$ cat config.mk
export PLATFORM = sky130hd
export DESIGN_NAME = shift_sequencer
export DESIGN_NICKNAME = d
export VERILOG_FILES = /design/src/rtl/shift_sequencer.sv
export SDC_FILE = /design/constraint.sdc
export NUM_CORES = 1
export LEC_CHECK = 0
export ABC_AREA = 1
export BUFFER_PORTS_ARGS = -buffer_cell sky130_fd_sc_hd__buf_2
export CORE_ASPECT_RATIO = 1.5
export CORE_MARGIN = 2
export CORE_UTILIZATION = 44
export CTS_CLUSTER_SIZE = 12
export DETAILED_ROUTE_END_ITERATION = 8
export PLACE_DENSITY = 0.74
export SLEW_MARGIN = 0
export SYNTH_ARGS = -nofsm -noshare
export SYNTH_HDL_FRONTEND = slang
export SYNTH_SLANG_ARGS = --single-unit
$ cat constraint.sdc
create_clock -name clk -period 1.1 [get_ports clk]
set_clock_uncertainty 0.2 [all_clocks]
set_input_delay 0.055 -clock clk [delete_from_list [all_inputs] [get_ports clk]]
set_output_delay 0.055 -clock clk [all_outputs]
set_load 0.02 [all_outputs]
$ cat src/rtl/shift_sequencer.sv
// Multi-cycle 16-bit shifter/rotator: one single-position shift or rotate per clock,
// with a start/busy/done handshake and an err pulse for starts that arrive while busy.
module shift_sequencer (
    input  logic        clk,
    input  logic        rst,
    input  logic        start,
    input  logic [15:0] In,
    input  logic [3:0]  Cnt,
    input  logic [1:0]  Op,
    output logic [15:0] Out,
    output logic        busy,
    output logic        done,
    output logic        err
);

    typedef enum logic [1:0] {
        IDLE  = 2'b00,
        SHIFT = 2'b01,
        DONE  = 2'b10
    } state_t;

    state_t      state_r, next_state_s;
    logic [15:0] data_r, data_nxt_s;
    logic [3:0]  rem_r, rem_nxt_s;
    logic [1:0]  op_r, op_nxt_s;
    logic        err_r, err_nxt_s;

    // One barrel-shifter stage worth of movement; must match the combinational path bit for bit.
    function automatic logic [15:0] step(input logic [15:0] d, input logic [1:0] op);
        logic [15:0] r;
        case (op)
            2'b00:   r = {d[14:0], d[15]};
            2'b01:   r = {d[14:0], 1'b0};
            2'b10:   r = {d[15], d[15:1]};
            2'b11:   r = {1'b0, d[15:1]};
            default: r = d;
        endcase
        return r;
    endfunction

    // Next-state, datapath and err decode.
    always_comb begin
        next_state_s = IDLE;
        data_nxt_s   = data_r;
        rem_nxt_s    = rem_r;
        op_nxt_s     = op_r;
        err_nxt_s    = 1'b0;
        case (state_r)
            IDLE, DONE: begin
                if (start) begin
                    data_nxt_s   = In;
                    rem_nxt_s    = Cnt;
                    op_nxt_s     = Op;
                    next_state_s = (Cnt == 4'd0) ? DONE : SHIFT;
                end else begin
                    next_state_s = IDLE;
                end
            end
            SHIFT: begin
                data_nxt_s = step(data_r, op_r);
                rem_nxt_s  = rem_r - 4'd1;
                err_nxt_s  = start;
                if (rem_r == 4'd1) begin
                    next_state_s = DONE;
                end else begin
                    next_state_s = SHIFT;
                end
            end
            default: begin
                next_state_s = IDLE;
            end
        endcase
    end

    // State and datapath registers; rst discards any in-flight operation.
    always_ff @(posedge clk) begin
        if (rst) begin
            state_r <= IDLE;
            data_r  <= 16'h0000;
            rem_r   <= 4'd0;
            op_r    <= 2'b00;
            err_r   <= 1'b0;
        end else begin
            state_r <= next_state_s;
            data_r  <= data_nxt_s;
            rem_r   <= rem_nxt_s;
            op_r    <= op_nxt_s;
            err_r   <= err_nxt_s;
        end
    end

    assign Out  = data_r;
    assign busy = (state_r == SHIFT);
    assign done = (state_r == DONE);
    assign err  = err_r;

endmodule

==> reports/qor.txt, run 1 <==
Result of the run - complete, but fails checks
Failing checks - negative setup slack
Clock latency on the worst-skew pair - 280 ps
Routability cong. - 0.802
Yosys Warn Count - 0
Final cell area excluding filler cells - 0.00221 mm^2
Final nets - 296
Class of the most critical hold timing path - input pin to flip-flop
TritonCTS buffer count - 3
GRT Residual Overflow - 0
Fmax achieved - 0.766 GHz
Antenna-violating nets left - 0
Tmin final - 1310 ps
Netlist area before placement - 0.00128 mm^2
GR Util All Layers - 26.3%
Final setup violation count - 27
Die area - 0.00337 mm^2
Total half-perimeter wirelength after legalization and detailed placement - 2.44 mm
Post-route clock period utilization - 119%
Part of the Yosys area used for sequential elements - 39.0%
DRC viols - 0
Die W - 48.1 um
Max-slew violation count - 0
CTS tree - built
Minimum setup slack in the final design - -205 ps
Global-route wire length before repair - 6.52 mm
Initial antenna violation count - 0
Required time of the worst setup path - 1110 ps
Area of the multi-input gates - 825 um^2
Portion of synthesized cell area occupied by the leading cell type - 39.0%
Critical path endpoint category - flip-flop
# IOs - 44
Final Hold Fails - 0
Average cell area after synthesis - 6.90 um^2
Placement row count - 24
Final non-filler cell total - 307
H-tree levels - 1
Max FO, Critical Path - 6
Max-capacitance violation count - 0
Number of instances in the synthesized netlist - 186
Cell at the root of the clock tree - sky130_fd_sc_hd__clkbuf_8
Total number of vias - 1,593
Sink count of the clock tree - 25
Number of global-route vias before repair - 1,484
Pin slew with the least headroom to its limit - 207 ps
Pin count of the biggest net entering global routing - 25
Number of buffers on the longest clock path - 2
Startpoint-to-endpoint class of the critical path - flip-flop to flip-flop
Count of input and output buffers - 43
Internal cell power - 0.00177 W
Iter 0 DRT Violations - 58
Reported net switching power - 0.00102 W
Cell type with the highest aggregate area in the netlist - sky130_fd_sc_hd__dfxtp_1
Worst slew margin relative to its limit - 86.1%
Initial cell density of the core - 45.0%
Share of total power in the clock network - 20.2%
Dominant cell by count in the synthesized netlist - sky130_fd_sc_hd__o21ai_0
Top cells by area, synth - sky130_fd_sc_hd__dfxtp_1, sky130_fd_sc_hd__o21ai_0, sky130_fd_sc_hd__a21oi_1
Setup Slack @ Placement - -207 ps
Share of cells above drive strength 1 - 48.5%
RSZ-0062 raised after global routing - yes
Worst hold-check slack - 4.48 ps
Antenna Diode Count - 0
Number of synthesized register bits - 25
Detailed-router iteration count before antenna repair - 4
Die outline height - 70.1 um
Number of distinct library cells after synthesis - 19
Drt wl/cell - 13.5 um
WL final - 4.15 mm
Number of enable-type register cells in the synthesized netlist - 0
CORE AREA - 0.00285 mm^2
Share of power burned in combinational logic - 38.7%
Nets in the synthesized netlist - 213
Critical path arrival - 1310 ps
Post-DP Area - 0.00164 mm^2
Filler Cell Count - 204
Fraction of registers with async set or reset after synthesis - 0%
Combined flip-flop and latch cell area - 529 um^2
Number of vias per cell after detailed routing - 5.19
Reported leakage power - 0.941 nW
Reg clk slew, reported paths - 100 ps
Area growth from synthesis to layout - 72.7%
Worst ir drop on vdd - 0.762 mV
Main flop type after synthesis - sky130_fd_sc_hd__dfxtp_1
Synth cell count leaders - sky130_fd_sc_hd__o21ai_0, sky130_fd_sc_hd__a21oi_1, sky130_fd_sc_hd__dfxtp_1
Part of the total power dissipated in sequential elements - 41.1%
Number of placed cells counting well taps - 275
Switching power share of the total - 36.5%
Power density over the cells - 1260 mW/mm^2
Setup crit start kind - flip-flop
Setup TNS Final - -3570 ps
## metrics by stage
stage	total power, W	utilization (%)
2_1_floorplan	0.00161	-
3_3_place_gp	0.00188	57.3
3_5_place_dp	0.00189	57.3
4_1_cts	0.00264	73.1
5_1_grt	0.00296	77.6
6_report	0.00279	77.6
## logic make-up after synthesis
kind of cell	Yosys count	synth area share, %
compound gates	84	33.3
simple gates	48	16.1
buf+inv	27	9.66
flops	25	39.0
fa+ha+maj	2	1.95
## layout by cell type, fill, tap and decap left out, types with 13 or more instances in the layout
cell and n:
sky130_fd_sc_hd__o21ai_2 16, sky130_fd_sc_hd__dlygate4sd3_1 24, sky130_fd_sc_hd__dfxtp_2 17, sky130_fd_sc_hd__nor2_1 18
sky130_fd_sc_hd__buf_2 36, sky130_fd_sc_hd__nand2_1 13, sky130_fd_sc_hd__a21oi_1 22, sky130_fd_sc_hd__buf_4 18
sky130_fd_sc_hd__o21ai_1 24
## timing repair
action,4_1_cts,5_1_grt
hold buffers,24,0
cloned,1,0
buffers inserted,4,1
pin swaps,10,8
hold endpoints to repair,25,0
endpoints found under the setup margin,30,36
gates resized for setup,68,46
## path summary, 6_finish.rpt
path,startpoint,endpoint,slack (ps),cells past startpoint
setup / recovery,state_r[0],rem_r[2],-210,6
hold / removal,rst,Out[2],4,5
setup reg to reg,state_r[0],rem_r[2],-210,6
hold reg to reg,op_r[0],op_r[0],320,2
## routing by layer
| layer | global-route usage (%) | up-vias | wire length, um |
|---|---|---|---|
| met5 | 0 | - | 0 |
| li1 | - | 800 | - |
| met1 | 32.4 | 724 | 1630 |
| met3 | 2.84 | 10 | 182 |
| met2 | 43.3 | 59 | 2210 |
| met4 | 11.7 | 0 | 123 |
## worst max-delay path, cell delays in order, from the launching register on
cell and delay [ps]:
sky130_fd_sc_hd__dfxtp_4 380, sky130_fd_sc_hd__nand2_8 110, sky130_fd_sc_hd__clkinvlp_4 120, sky130_fd_sc_hd__buf_6 160, sky130_fd_sc_hd__nand2_2 60, sky130_fd_sc_hd__nand3_1 60, sky130_fd_sc_hd__a31oi_1 150
## power groups by stage
| stage | clock [W] | sequential [W] | combinational [W] |
|---|---|---|---|
| detailed placement | 0 | 0.00112 | 0.000769 |
| global placement | 0 | 0.00112 | 0.000762 |
| finish | 0.000562 | 0.00115 | 0.00108 |
| floorplan | 0 | 0.00119 | 0.000412 |
| CTS | 0.000559 | 0.00112 | 0.000954 |
| global route | 0.000620 | 0.00116 | 0.00117 |
## area by class of cell
cell class	instances	area share, %
Inverter	16	3.33
Multi-Input combinational cell	134	37.2
Clock inverter	1	0.226
Sequential cell	25	23.9
Timing Repair Buffer	89	31.2
Clock buffer	3	1.86
Tap cell	39	2.20
## registers in the layout, indices dropped and copies added, names as in the netlist
| name | count |
|---|---|
| Out | 16 |
| rem_r | 4 |
| op_r | 2 |
| state_r | 2 |
| err | 1 |
Note: power is estimated with default switching activity, not from simulation.
==> run 2: changes to the inputs <==
--- a/config.mk
+++ b/config.mk
@@ -7,7 +7,7 @@
 export LEC_CHECK = 0
 export ABC_AREA = 1
 export BUFFER_PORTS_ARGS = -buffer_cell sky130_fd_sc_hd__buf_2
-export CORE_ASPECT_RATIO = 1.5
+export CORE_ASPECT_RATIO = 1.75
 export CORE_MARGIN = 2
 export CORE_UTILIZATION = 44
 export CTS_CLUSTER_SIZE = 12
==> run 2 against run 1 <==
The flow still finishes with violations (negative setup slack). Cell area fell by 3.4%. Largest power group unchanged. First-iteration DRC count up 71%. Non-clock buffer count is 2 higher. Flip-flop and latch count unchanged. Highest routed layer unchanged.
==> reports/qor.txt, run 2 (same netlist as run 1, synthesis figures left out) <==
Final Total Pwr - 0.00272 W
Total half-perimeter wirelength after legalization and detailed placement - 2.48 mm
Max FO, Critical Path - 13
Cell at the root of the clock tree - sky130_fd_sc_hd__clkbuf_8
Critical path arrival - 1280 ps
Number of buffers on the longest clock path - 2
Final setup violation count - 26
Standard cell with the maximum stage delay on the critical path - sky130_fd_sc_hd__dfxtp_4
Failing checks - negative setup slack
Setup Slack @ Placement - -227 ps
CTS tree - built
Required time of the worst setup path - 1070 ps
Most frequent cells in the layout - sky130_fd_sc_hd__buf_2, sky130_fd_sc_hd__o21ai_1, sky130_fd_sc_hd__a21oi_1
Area growth from synthesis to layout - 66.7%
Worst slew margin relative to its limit - 87.6%
Antenna-violating nets left - 0
Sink count of the clock tree - 25
Detailed-router iteration count before antenna repair - 4
Biggest cell delay along the critical path - 400 ps
Startpoint-to-endpoint class of the critical path - flip-flop to flip-flop
Max-capacitance violation count - 0
Final Hold Fails - 0
Minimum setup slack in the final design - -213 ps
DRC viols - 0
Number of flip-flops in the largest register - 16
Cell class contributing the biggest share of worst-path delay - flip-flops
Result of the run - complete, but fails checks
Class of the most critical hold timing path - input pin to flip-flop
TritonCTS buffer count - 3
Placement row count - 25
Filler Cell Count - 197
Number of vias per cell after detailed routing - 5.46
Routability cong. - 0.866
Share of cells above drive strength 1 - 40.2%
Clock latency on the worst-skew pair - 270 ps
Final cell area excluding filler cells - 0.00214 mm^2
Post-DP Area - 0.00162 mm^2
Critical path endpoint category - flip-flop
# IOs - 44
Number of global-route vias before repair - 1,492
Pin slew with the least headroom to its limit - 185 ps
RSZ-0062 raised after global routing - yes
CORE AREA - 0.00275 mm^2
Setup crit start kind - flip-flop
Final nets - 299
Global-route wire length before repair - 6.48 mm
Bufs and invs on worst path - 2
Max-slew violation count - 0
Reg clk slew, reported paths - 80 ps
Fmax achieved - 0.762 GHz
Antenna Diode Count - 0
Post-route clock period utilization - 119%
Die outline height - 75.4 um
Worst path cell trace - inv_2 > nand2_4 > buf_4 > nand2_1 > o21ai_1 > a21oi_1
H-tree levels - 1
Total number of vias - 1,627
Iter 0 DRT Violations - 99
Count of input and output buffers - 43
Initial cell density of the core - 46.6%
Tmin final - 1310 ps
Worst ir drop on vdd - 1.11 mV
GR Util All Layers - 25.6%
Power density over the cells - 1270 mW/mm^2
Reported leakage power - 0.940 nW
Die W - 44.8 um
Initial antenna violation count - 0
Most common cell after layout, fill and taps aside - sky130_fd_sc_hd__buf_2
GRT Residual Overflow - 0
Die area - 0.00338 mm^2
Core utilization of the finished layout - 77.7%
WL final - 4.31 mm
Pin count of the biggest net entering global routing - 20
Drt wl/cell - 14.5 um
==> run 2: cell count changes in the layout (fill, tap and decap cells not counted), sizes merged <==
cell | before | now
inv | 14 | 15
nand2 | 20 | 21
buf | 65 | 67
clkbuf | 3 | 4
clkinv | 2 | 0
==> run 2: cell type report <==
| cell class | count | area [um^2] | area share (%) |
|---|---|---|---|
| clock buffers | 4 | 45.0 | 2.11 |
| multi-input cells | 135 | 753 | 35.2 |
| well taps | 27 | 33.8 | 1.58 |
| repair buffers | 91 | 719 | 33.6 |
| flip-flops and latches | 25 | 518 | 24.2 |
| inverters | 16 | 68.8 | 3.22 |
==> run 2: where the power goes <==
part	leakage (nW)	internal, W	switching [W]
Clock	0.0228	0.000260	0.000290
Combinational	0.706	0.000486	0.000562
Sequential	0.211	0.00102	0.000105
Total	0.940	0.00177	0.000957
==> run 2: final timing paths <==
check	start	end	slack, ps	cells after the start
worst max-delay path	state_r[0]	rem_r[0]	-210	6
worst min-delay path	rst	Out[10]	30	5
worst max register to register	state_r[0]	rem_r[0]	-210	6
worst min register to register	op_r[0]	op_r[0]	300	2
==> run 2: metrics by stage <==
stage                     hold WS [ps]  setup TNS [ps]  std cells
final                             30.0           -4000        298
after global routing              47.0           -5630        298
after CTS                         25.7           -3570        297
after detailed placement           121           -3740        263
after global placement             114           -3400        263
after floorplan                  -83.3           -1960        186
==> run 2: worst register-to-register path, cell delays in order, from the launching register on <==
cell and delay (ps):
sky130_fd_sc_hd__dfxtp_4 400, sky130_fd_sc_hd__inv_2 50, sky130_fd_sc_hd__nand2_4 110, sky130_fd_sc_hd__buf_4 210, sky130_fd_sc_hd__nand2_1 70, sky130_fd_sc_hd__o21ai_1 90
sky130_fd_sc_hd__a21oi_1 80
==> run 2: layer usage <==
| metal | vias up | share of wire [%] | GRT usage [%] |
|---|---|---|---|
| li1 | 804 | - | - |
| met1 | 739 | 39 | 29.2 |
| met2 | 69 | 53 | 46.4 |
| met3 | 15 | 4.5 | 2.37 |
| met4 | 0 | 3.6 | 12.7 |
| met5 | - | 0 | 0 |
==> run 2: repair_timing <==
| item | CTS | global route |
|---|---|---|
| endpoints found under the setup margin | 32 | 34 |
| gates cloned | 3 | 0 |
| gates resized for setup | 44 | 43 |
| pin swaps | 4 | 6 |
| buffers inserted | 3 | 1 |
| endpoints found under the hold margin | 25 | 0 |
| hold buffers | 24 | 0 |
==> run 3: changes to the inputs <==
--- a/config.mk
+++ b/config.mk
@@ -9,10 +9,10 @@
 export BUFFER_PORTS_ARGS = -buffer_cell sky130_fd_sc_hd__buf_2
 export CORE_ASPECT_RATIO = 1.75
 export CORE_MARGIN = 2
-export CORE_UTILIZATION = 44
+export CORE_UTILIZATION = 50
 export CTS_CLUSTER_SIZE = 12
 export DETAILED_ROUTE_END_ITERATION = 8
-export PLACE_DENSITY = 0.74
+export PLACE_DENSITY = 0.8
 export SLEW_MARGIN = 0
 export SYNTH_ARGS = -nofsm -noshare
 export SYNTH_HDL_FRONTEND = slang
==> constraint.sdc (replaced) <==
create_clock -name clk -period 1.7 [get_ports clk]
set_clock_uncertainty 0.2 [all_clocks]
set_input_delay 0.085 -clock clk [delete_from_list [all_inputs] [get_ports clk]]
set_output_delay 0.085 -clock clk [all_outputs]
set_load 0.02 [all_outputs]
==> run 3 against run 2 <==
The flow now finishes without violations. Clock power shrank 36%. Sequential power is 37% lower. Cell area down 17%. Largest cell class unchanged. Count of clock-buffer cells in the layout did not move. Via count down 8.4%. Critical path depth is 3 lower. Non-clock buffer count down 20. First-iteration DRC count decreased by 40%. Die area down 11%. Register-to-register slack improved by 500 ps. Utilization down 5.3 points. Wire length fell by 15%.
==> reports/qor.txt, run 3 (same netlist as run 1, synthesis figures left out) <==
DRC viols - 0
Final setup violation count - 0
Minimum setup slack in the final design - 168 ps
WL final - 3.68 mm
Post-route clock period utilization - 90.1%
TritonCTS buffer count - 3
H-tree levels - 1
Share of cells above drive strength 1 - 22.0%
Worst ir drop on vdd - 0.512 mV
Startpoint of the worst hold path - op_r[0]
Total half-perimeter wirelength after legalization and detailed placement - 2.27 mm
Number of flip-flops in the largest register - 16
Pin slew with the least headroom to its limit - 436 ps
Initial antenna violation count - 0
Die area - 0.00300 mm^2
Class of the most critical hold timing path - flip-flop to flip-flop
Standard cell with the maximum stage delay on the critical path - sky130_fd_sc_hd__dfxtp_1
GRT Residual Overflow - 0
Sink count of the clock tree - 25
Antenna Diode Count - 0
CTS tree - built
Pin count of the biggest net entering global routing - 20
# IOs - 44
Internal cell power - 0.00101 W
Biggest cell delay along the critical path - 380 ps
Area growth from synthesis to layout - 38.9%
Startpoint-to-endpoint class of the critical path - flip-flop to output pin
Launch point of the worst reg-to-reg path - state_r[0]
Detailed-router iteration count before antenna repair - 4
Count of input and output buffers - 43
GR Util All Layers - 25.3%
Initial cell density of the core - 52.1%
Part of the total power dissipated in sequential elements - 45.9%
Launch point of the worst path - state_r[0]
Final Hold Fails - 0
Required time of the worst setup path - 1410 ps
Reported leakage power - 0.806 nW
Post_cts resized - 0
Reported net switching power - 0.000538 W
Antenna-violating nets left - 0
Tmin final - 1530 ps
CORE AREA - 0.00246 mm^2
Number of global-route vias before repair - 1,460
Share of total power in the clock network - 22.6%
Most common cell after layout, fill and taps aside - sky130_fd_sc_hd__buf_2
Post-CTS Repair Setup Buffers - 0
Worst path cell trace - nand2_2 > inv_1 > buf_2
Die outline height - 71.0 um
Global-route wire length before repair - 5.99 mm
Fmax achieved - 0.653 GHz
Filler Cell Count - 203
Routability cong. - 0.906
Clock latency on the worst-skew pair - 270 ps
Switching power share of the total - 34.7%
Drt wl/cell - 13.3 um
Iter 0 DRT Violations - 59
Share of power burned in combinational logic - 31.5%
Die W - 42.3 um
Result of the run - completed
Combined flip-flop and latch cell area - 500 um^2
RSZ-0062 raised after global routing - no
Total number of vias - 1,491
Final cell area excluding filler cells - 0.00178 mm^2
Max-capacitance violation count - 0
Setup Slack @ Placement - 323 ps
Placement row count - 24
Number of vias per cell after detailed routing - 5.40
Area of the multi-input gates - 658 um^2
Reg clk slew, reported paths - 80 ps
Reg2reg setup slack - 290 ps
Critical path endpoint category - output pin
Setup crit start kind - flip-flop
Final nets - 278
Max FO, Critical Path - 10
Critical path arrival - 1250 ps
Power density over the cells - 871 mW/mm^2
Cell at the root of the clock tree - sky130_fd_sc_hd__clkbuf_8
Post-DP Area - 0.00150 mm^2
Number of buffers on the longest clock path - 2
Worst slew margin relative to its limit - 70.9%
Setup TNS Final - 0 ps
Max-slew violation count - 0
Most frequent cells in the layout - sky130_fd_sc_hd__buf_2, sky130_fd_sc_hd__o21ai_0, sky130_fd_sc_hd__a21oi_1
[run 3: final timing paths]
| check | to | cells after the start |
|---|---|---|
| min | op_r[0] | 2 |
| min reg2reg | op_r[0] | 2 |
| max | busy | 3 |
| max reg2reg | Out[15] | 7 |
[run 3: power groups by stage]
stage,clock (W),combinational [W],sequential (W)
6_report,0.000351,0.000488,0.000712
5_1_grt,0.000372,0.000545,0.000721
4_1_cts,0.000357,0.000481,0.000711
3_5_place_dp,0,0.000435,0.000724
3_3_place_gp,0,0.000430,0.000724
2_1_floorplan,0,0.000255,0.000771
[run 3: critical path: cells and delay by family (launching register included)]
family,cells,cell delay [ps]
simple gates,1,150
flops,1,380
buf+inv,2,440
[run 3: area by class of cell]
cell class / instances / share of cell area, %
multi-input cells: 134 / 36.9
clock buffers: 4 / 2.53
well taps: 26 / 1.83
inverters: 16 / 3.37
flip-flops and latches: 25 / 28.1
repair buffers: 71 / 27.2
[run 3: timing repair]
| action | 4_1_cts | 5_1_grt |
|---|---|---|
| hold buffers | 24 | 0 |
| hold endpoints to repair | 25 | 0 |
| setup endpoints to repair | 0 | 0 |
[run 3: through the flow]
step,hold WS [ps],power (W),utilization (%),cells
floorplan,-45.9,0.00103,-,186
finish,299,0.00155,72.4,276
global placement,154,0.00115,60.8,248
global route,344,0.00164,72.4,276
detailed placement,155,0.00116,60.8,248
CTS,306,0.00155,72.4,276
[run 3: metal layers]
layer	vias up	global-route usage, %	routed length (um)
li1	758	-	-
met5	-	0	0
met4	0	12.8	142
met2	46	48.7	2050
met1	672	25.4	1370
met3	15	3.06	122
